File: src/rtl/queue_occupancy_tracker_pkg.sv
// Shared error codes and error-FSM state encoding for the occupancy tracker.
package queue_pkg;
    localparam logic [1:0] ERR_NONE  = 2'b00;
    localparam logic [1:0] ERR_UNDER = 2'b01;
    localparam logic [1:0] ERR_OVER  = 2'b10;

    typedef enum logic {
        ST_OK  = 1'b0,
        ST_ERR = 1'b1
    } err_st_e;
endpackage

File: src/rtl/queue_occupancy_tracker_if.sv
// Gate-sensor and status bundle between the tracker (slave) and its user (master).
interface queue_occupancy_tracker_if #(
    parameter int CNT_W  = 3,
    parameter int WAIT_W = 16
);
    logic              enter_i;
    logic              leave_i;
    logic              err_clr;
    logic [CNT_W-1:0]  count;
    logic              full;
    logic              empty;
    logic              almost_full;
    logic              error;
    logic [1:0]        err_code;
    logic [WAIT_W-1:0] wait_est;

    modport master (
        output enter_i, leave_i, err_clr,
        input  count, full, empty, almost_full, error, err_code, wait_est
    );

    modport slave (
        input  enter_i, leave_i, err_clr,
        output count, full, empty, almost_full, error, err_code, wait_est
    );
endinterface

File: src/rtl/queue_occupancy_tracker_gate_edge_detect.sv
// Single-bit rising-edge detector; history resets to 1 so a level held
// high through reset does not produce an event.
module gate_edge_detect (
    input  logic clk,
    input  logic rst,
    input  logic i_lvl,
    output logic o_rise
);
    logic r_q;

    always_ff @(posedge clk or posedge rst) begin
        if (rst) r_q <= 1'b1;
        else     r_q <= i_lvl;
    end

    assign o_rise = i_lvl & ~r_q;
endmodule

File: src/rtl/queue_occupancy_tracker.sv
// Waiting-room occupancy counter with flags and sticky error FSM.
// Optional registered wait-time estimate under macro WAIT_ESTIMATE_EN.
module queue_occupancy_tracker
    import queue_pkg::*;
#(
    parameter int CNT_W       = 3,
    parameter int AFULL_TH    = 6,
    parameter int SERVICE_CYC = 16,
    parameter int WAIT_W      = 16
) (
    input  logic                    clk,
    input  logic                    rst,
    queue_occupancy_tracker_if.slave bus
);
    localparam logic [CNT_W-1:0] MAX_CNT = '1;
    localparam logic [CNT_W-1:0] AF_TH   = CNT_W'(AFULL_TH);

    if (AFULL_TH < 1 || AFULL_TH > 2**CNT_W - 1 || SERVICE_CYC < 1) begin : g_param_chk
        $error("queue_occupancy_tracker: illegal AFULL_TH or SERVICE_CYC");
    end

    logic [1:0]       w_lvl;
    logic [1:0]       w_rise;
    logic             w_ent;
    logic             w_lv;
    logic             w_full;
    logic             w_empty;
    logic             w_over;
    logic             w_under;
    logic             w_err_ev;
    logic [1:0]       w_ev_code;
    logic [CNT_W-1:0] w_cnt_nxt;
    logic [CNT_W-1:0] r_count;
    err_st_e          r_state;
    logic             r_error;
    logic [1:0]       r_code;

    assign w_lvl = {bus.leave_i, bus.enter_i};

    for (genvar g = 0; g < 2; g++) begin : g_gate
        gate_edge_detect u_edge (
            .clk    (clk),
            .rst    (rst),
            .i_lvl  (w_lvl[g]),
            .o_rise (w_rise[g])
        );
    end

    assign w_ent     = w_rise[0];
    assign w_lv      = w_rise[1];
    assign w_full    = (r_count == MAX_CNT);
    assign w_empty   = (r_count == '0);
    // Simultaneous enter+leave is a pass-through and never an error.
    assign w_over    = w_ent & ~w_lv & w_full;
    assign w_under   = w_lv & ~w_ent & w_empty;
    assign w_err_ev  = w_over | w_under;
    assign w_ev_code = w_over ? ERR_OVER : ERR_UNDER;

    always_comb begin
        w_cnt_nxt = r_count;
        if (w_ent && !w_lv && !w_full)       w_cnt_nxt = r_count + 1'b1;
        else if (w_lv && !w_ent && !w_empty) w_cnt_nxt = r_count - 1'b1;
    end

    always_ff @(posedge clk or posedge rst) begin
        if (rst) r_count <= '0;
        else     r_count <= w_cnt_nxt;
    end

    // A clear that coincides with a new error keeps ERR and takes the new code.
    always_ff @(posedge clk or posedge rst) begin
        if (rst) begin
            r_state <= ST_OK;
            r_error <= 1'b0;
            r_code  <= ERR_NONE;
        end else begin
            case (r_state)
                ST_OK: begin
                    if (w_err_ev) begin
                        r_state <= ST_ERR;
                        r_error <= 1'b1;
                        r_code  <= w_ev_code;
                    end
                end
                ST_ERR: begin
                    if (bus.err_clr) begin
                        if (w_err_ev) begin
                            r_code <= w_ev_code;
                        end else begin
                            r_state <= ST_OK;
                            r_error <= 1'b0;
                            r_code  <= ERR_NONE;
                        end
                    end
                end
                default: begin
                    r_state <= ST_OK;
                    r_error <= 1'b0;
                    r_code  <= ERR_NONE;
                end
            endcase
        end
    end

    assign bus.count       = r_count;
    assign bus.full        = w_full;
    assign bus.empty       = w_empty;
    assign bus.almost_full = (r_count >= AF_TH);
    assign bus.error       = r_error;
    assign bus.err_code    = r_code;

`ifdef WAIT_ESTIMATE_EN
    localparam int PW = CNT_W + 32;
    logic [PW-1:0]     w_prod;
    logic              w_sat;
    logic [WAIT_W-1:0] r_wait;

    // Built from the next count so the estimate tracks count with no lag.
    assign w_prod = PW'(w_cnt_nxt) * PW'(SERVICE_CYC);
    assign w_sat  = |(w_prod >> WAIT_W);

    always_ff @(posedge clk or posedge rst) begin
        if (rst) r_wait <= '0;
        else     r_wait <= w_sat ? '1 : WAIT_W'(w_prod);
    end

    assign bus.wait_est = r_wait;
`else
    assign bus.wait_est = '0;
`endif
endmodule

File: src/flat_wrapper.sv
// flat-port wrapper written by rule: the top's interface ports become plain ports
module queue_occupancy_tracker_flat import queue_pkg::*;
#(
    parameter int CNT_W       = 3,
    parameter int AFULL_TH    = 6,
    parameter int SERVICE_CYC = 16,
    parameter int WAIT_W      = 16
)
  (clk, rst, bus_enter_i, bus_leave_i, bus_err_clr, bus_count, bus_full, bus_empty, bus_almost_full, bus_error, bus_err_code, bus_wait_est);
  queue_occupancy_tracker_if #(.CNT_W(CNT_W), .WAIT_W(WAIT_W)) bus_i ();
  input  logic clk;
  input  logic rst;
  input wire logic [$bits(bus_i.enter_i)-1:0] bus_enter_i;
  input wire logic [$bits(bus_i.leave_i)-1:0] bus_leave_i;
  input wire logic [$bits(bus_i.err_clr)-1:0] bus_err_clr;
  output wire logic [$bits(bus_i.count)-1:0] bus_count;
  output wire logic [$bits(bus_i.full)-1:0] bus_full;
  output wire logic [$bits(bus_i.empty)-1:0] bus_empty;
  output wire logic [$bits(bus_i.almost_full)-1:0] bus_almost_full;
  output wire logic [$bits(bus_i.error)-1:0] bus_error;
  output wire logic [$bits(bus_i.err_code)-1:0] bus_err_code;
  output wire logic [$bits(bus_i.wait_est)-1:0] bus_wait_est;
  assign bus_i.enter_i = bus_enter_i;
  assign bus_i.leave_i = bus_leave_i;
  assign bus_i.err_clr = bus_err_clr;
  assign bus_count = bus_i.count;
  assign bus_full = bus_i.full;
  assign bus_empty = bus_i.empty;
  assign bus_almost_full = bus_i.almost_full;
  assign bus_error = bus_i.error;
  assign bus_err_code = bus_i.err_code;
  assign bus_wait_est = bus_i.wait_est;
  queue_occupancy_tracker #(.CNT_W(CNT_W), .AFULL_TH(AFULL_TH), .SERVICE_CYC(SERVICE_CYC), .WAIT_W(WAIT_W)) u_core (.clk(clk), .rst(rst), .bus(bus_i));
endmodule
File: config.mk
export PLATFORM = sky130hd
export DESIGN_NAME = queue_occupancy_tracker_flat
export DESIGN_NICKNAME = d
export VERILOG_FILES = /design/src/rtl/queue_occupancy_tracker_pkg.sv /design/src/rtl/queue_occupancy_tracker_if.sv /design/src/rtl/queue_occupancy_tracker_gate_edge_detect.sv /design/src/rtl/queue_occupancy_tracker.sv /design/src/flat_wrapper.sv
export SDC_FILE = /design/constraint.sdc
export NUM_CORES = 1
export LEC_CHECK = 0
export BUFFER_PORTS_ARGS = -buffer_cell sky130_fd_sc_hd__clkbuf_2
export CAP_MARGIN = 20
export CELL_PAD_IN_SITES_DETAIL_PLACEMENT = 1
export CELL_PAD_IN_SITES_GLOBAL_PLACEMENT = 2
export CORE_MARGIN = 1.5
export CORE_UTILIZATION = 26
export DETAILED_ROUTE_END_ITERATION = 6
export PLACE_DENSITY = 0.82
export SETUP_SLACK_MARGIN = 0.02
export SYNTH_ARGS = -nofsm -noshare
export SYNTH_HDL_FRONTEND = slang
export SYNTH_SLANG_ARGS = --single-unit
File: constraint.sdc
create_clock -name clk -period 2.6 [get_ports clk]
set_clock_uncertainty 0.2 [all_clocks]
set_input_delay 0.52 -clock clk [delete_from_list [all_inputs] [get_ports clk]]
set_output_delay 0.52 -clock clk [all_outputs]
set_load 0.01 [all_outputs]
Word-level counts from Yosys, hierarchy flattened
Index checks and enable logic that the tools add are counted.
- memories kept: 0
- bits in writable memories: 0
- bits in registers: 9
- bits of input ports: 5
- word-level logic and storage cells: 51
- memory bits (read-only): 0
- latch bits: 0
- $add $sub $neg: 2
- bitwise logic cells: 12
- reductions and logical operators: 12
- shift operators: 0
- div/mod/pow operators: 0
- equal/unequal tests: 4
- order comparisons: 1
- muxes and demuxes: 14
- multiply operators: 0
- operators by type and width (operator ; count):
    2-bit 2-to-1 mux ; 4
    1-bit AND ; 6
    3-bit 2-to-1 mux ; 2
    1-bit 2-to-1 mux ; 5
    1-bit NOT ; 5
    1-bit logical AND ; 4
    1-bit logical NOT ; 4
    2-bit inequality test (second input constant) ; 2
    1-bit case mux with 2 select lines ; 2
    2-bit case mux with 2 select lines ; 1
    3-bit by 1-bit adder with 3-bit output (second input constant) ; 1
    3-bit == test (second input constant) ; 1
    3-bit greater-or-equal comparator (second input constant) ; 1
    3-bit logical NOT ; 1
    3-bit AND reduction ; 1
    3-bit by 1-bit subtractor with 3-bit output (second input constant) ; 1
    2-bit by 1-bit inequality test with 1-bit output (second input constant) ; 1
    2-bit AND reduction ; 1
    2-bit nonzero test ; 1
    1-bit OR ; 1

Logic depth before layout (Yosys ltp)
- depth after elaboration: 9
- depth in mapped cells: 7
- mapped depth without buffers: 7

Hierarchy
A second synthesis with hierarchy kept.
- cells, all modules: 79
- area total of the unflattened synthesis: 737.0 sq um
- modules (own cells, without submodules) (module ; area each (sq um) ; cells each ; seq. area each (sq um) ; times used):
    queue_occupancy_tracker ; 649.4 ; 73 ; 175.2 ; 1
    gate_edge_detect ; 43.8 ; 3 ; 26.3 ; 2

Worst setup path after synthesis
Ideal clock, no wire load.
- kind: reg2reg
- start: register u_core.g_gate[1].u_edge.r_q
- end: register u_core.r_count[1], in the netlist u_core.bus.count[1]
- arrival: 2029 ps
- setup time: 111 ps
- slack: 259 ps
- required time: 2289 ps
- path buffers: 0
- cell stages (with the launch flop): 8
- path through: dfstp_2 and2b_2 nor2_1 nand2_1 fa_1 nand2_1 and3_1 a2111oi_2
- cells in the longest elaborated chain, start to end: 6
- elaborated cells between the ends (all ways): 9
- ends and longest elaborated chain (item ; line ; RTL):
    start: declaration ; queue_occupancy_tracker_gate_edge_detect.sv:9 ; logic r_q;
    start signal: assignment ; queue_occupancy_tracker_gate_edge_detect.sv:13 ; else r_q <= i_lvl;
    1-bit NOT ; queue_occupancy_tracker_gate_edge_detect.sv:16 ; assign o_rise = i_lvl & ~r_q;
    1-bit AND ; queue_occupancy_tracker_gate_edge_detect.sv:16 ;
    1-bit logical NOT ; queue_occupancy_tracker.sv:61 ; if (w_ent && !w_lv && !w_full) w_cnt_nxt = r_count + 1'b1;
    1-bit logical AND (2 in series) ; queue_occupancy_tracker.sv:61 ;
    3-bit 2-to-1 mux ; queue_occupancy_tracker.sv:61 ;
    named net u_core.w_cnt_nxt[1] ; queue_occupancy_tracker.sv:32 ; logic [CNT_W-1:0] w_cnt_nxt;
    end signal: assignment ; queue_occupancy_tracker.sv:67 ; else r_count <= w_cnt_nxt;
    end: declaration ; queue_occupancy_tracker.sv:33 ; logic [CNT_W-1:0] r_count;
The timed path passes the listed nets, and every way through them passes these cells.
A chain may end at the register's enable or synchronous reset.

Worst setup path after layout
Ends and elaborated chain as after synthesis.

==> results.sh <==
export IMPL_status="finished, violations left"
export IMPL_violations="negative hold slack"
export IMPL_setup_tns_ns=0
export IMPL_coreArea_um2=2540
export IMPL_ys_flop_type="dfrtp_1"
export IMPL_worst_skew_pair_late_latency_ns=0.26
export IMPL_grt_pass1_wl_mm=2.58
export IMPL_synth_warning_count=0
export IMPL_total_power_w=0.000764
export IMPL_period_needed_ns=2.37
export IMPL_drtPass1Iterations=2
export IMPL_drt_total_wl_mm=1.50
export IMPL_multi_input_area_um2=387
export IMPL_fin_crit_sh=0.913
export IMPL_gr_usage_all_layers=0.109
export IMPL_clockBufferDepth=2
export IMPL_regArea_um2=228
export IMPL_numCtsBuffers=3
export IMPL_cts_sinks=9
export IMPL_num_rows=18
export IMPL_post_drt_via_cell_ratio=4.54
export IMPL_io_pins=30
export IMPL_start_util=0.281
export IMPL_worstRegToRegCells=7
export IMPL_postLayoutCoreUtil=0.304
export IMPL_yosysTopAreaCell="dfrtp_1"
export IMPL_cts_tree="built"
export IMPL_ir_drop_uv=382
export IMPL_avgSynthCellArea_um2=9.42
export IMPL_cp_required_ns=2.56
export IMPL_hold_class="in2async"
export IMPL_postSynth_asyncResetShare=1.00
export IMPL_grt_antenna_before_repair=0
export IMPL_overflow=0
export IMPL_synth_seq_cells=9
export IMPL_drt_iter0_markers=4
export IMPL_nets=99
export IMPL_setup_worst_path_end_class="flop"
export IMPL_synthesis_area_um2=716
export IMPL_first_global_vias=540
export IMPL_post_cts_buffers=0
export IMPL_dp_hpwl_mm=1.18
export IMPL_synth_most_common_cell="buf_4"
export IMPL_synth_area_top_cells="dfrtp_1, buf_4, dfstp_2, nand2_1, buf_6"
export IMPL_cts_hold_buf=0
export IMPL_synth_cell_types=36
export IMPL_reg2reg_from="u_core.g_gate[1].u_edge.r_q"
export IMPL_die_height_um=55.5
export IMPL_rsz0062_at_grt="false"
export IMPL_r2r_end="u_core.bus.count[1]"
export IMPL_synthTopCellsByCount="buf_4, dfrtp_1, nand2_1"
export IMPL_syn_to_final_growth_pct=8.04
export IMPL_h_tree_depth=1
export IMPL_drv_cap=0
export IMPL_vias=554
export IMPL_final_cells=122
export IMPL_ctsResizeCount=0
export IMPL_yosysTopAreaCellShare=0.245
export IMPL_setup_viol=0
export IMPL_gp_congestion=0.794
export IMPL_io_buffer_count=13
export IMPL_place_inst=118
export IMPL_fin_hold_ws_ns=-0.00555
export IMPL_path_class="reg2reg"
export IMPL_n_antenna_cell=0
export IMPL_path_max_fanout=4
export IMPL_fp_dieArea_um2=3080
export IMPL_syn_inst=76
export IMPL_fillers=325
export IMPL_post_drt_wl_per_cell_um=12.3
export IMPL_p_leak_nw=0.390
export IMPL_grt_max_degree=13
export IMPL_detail_route_antenna_nets=0
export IMPL_synth_edff_count=0
export IMPL_drive_above_1_share=0.326
export IMPL_hold_viol_final=7
export IMPL_crit_arrival_ns=2.33
export IMPL_drv_slew=0
export IMPL_reg2reg_slack_ns=0.23
export IMPL_die_x_um=55.5
export IMPL_start_kind="flop"
export IMPL_yosysSeqAreaShare=0.318
export IMPL_clk_pin_slew_ns=0.06
export IMPL_power_density_nw_per_um2=988
export IMPL_drc=0
export IMPL_max_freq_mhz=421
export IMPL_clk_root_buffer_cell="clkbuf_4"
[registers in the layout, indices dropped and copies added (netlist names)]
signal,cells
u_core.bus.count,3
u_core.g_gate.u_edge.r_q,2
u_core.r_state,1
u_core.bus.err_code,2
u_core.bus.error,1
[worst max-delay path by stage]
stage	startpoint	depth (start not counted)	end	slack, ns
floorplan	u_core.g_gate[1].u_edge.r_q	7	u_core.bus.count[1]	0.26
global placement	bus_leave_i	8	u_core.bus.count[1]	0.21
detailed placement	bus_leave_i	8	u_core.bus.count[1]	0.14
CTS	u_core.g_gate[1].u_edge.r_q	7	u_core.bus.count[1]	0.20
global route	u_core.g_gate[1].u_edge.r_q	7	u_core.bus.count[1]	0.09
finish	u_core.g_gate[1].u_edge.r_q	7	u_core.bus.count[1]	0.23
[cells by family (layout without fill, tap and decap cells)]
group | after synthesis | after routing | synth area share
simple gates | 26 | 26 | 0.229
buf+inv | 22 | 23 | 0.220
compound gates | 16 | 16 | 0.185
flops | 9 | 9 | 0.318
fa+ha+maj | 1 | 1 | 0.0280
other cells | 1 | 16 | 0.00524
mux | 1 | 1 | 0.0140
[per-stage QoR]
step | cell area (um^2) | hold WS (ns) | setup slack (ns)
final | 773 | -0.00555 | 0.226
after global routing | 773 | 0.0216 | 0.0921
after CTS | 773 | 0.00852 | 0.203
after detailed placement | 747 | 0.294 | 0.144
after global placement | 747 | 0.283 | 0.208
after floorplan | 772 | 0.146 | 0.259
[critical path, stage by stage, from the launching register on]
cell	delay [ns]
dfstp_2	0.52
and2b_2	0.22
nor2_1	0.14
nand2_1	0.09
fa_1	0.57
nand2_1	0.07
and3_1	0.19
a2111oi_2	0.27
[report_power, final]
part	total (W)	internal (W)	switching, W
sequential	0.000287	0.000191	0.0000953
clock	0.000109	0.0000592	0.0000499
combinational	0.000368	0.000172	0.000196
total	0.000764	0.000423	0.000341
[layout by cell type, fill, tap and decap left out, types with 2 or more instances in the layout]
cell      synthesis  final
a22o_1            2      2
nand2_1           7      7
a21oi_1           3      3
clkbuf_4          0      3
a211oi_1          2      2
dfstp_2           2      2
clkbuf_2          0     13
nor2_1            3      3
inv_1             4      4
dfrtp_1           7      7
nor3_1            3      3
conb_1            1     16
buf_4            16      2
[area by class of cell]
type                       instances  area share
inverter                           4      0.0194
timing repair buffer              15       0.104
multi-input combinational         60       0.500
tap                               30      0.0485
clock buffer                       4      0.0340
sequential                         9       0.294
[metal layers]
layer | GRT usage | vias to the layer above | part of all wire
li1 | - | 266 | -
met1 | 0.132 | 263 | 0.41
met2 | 0.170 | 23 | 0.49
met3 | 0.0539 | 2 | 0.085
met4 | 0.0314 | 0 | 0.0087
met5 | 0 | - | 0
Note: power is estimated with default switching activity, not from simulation.
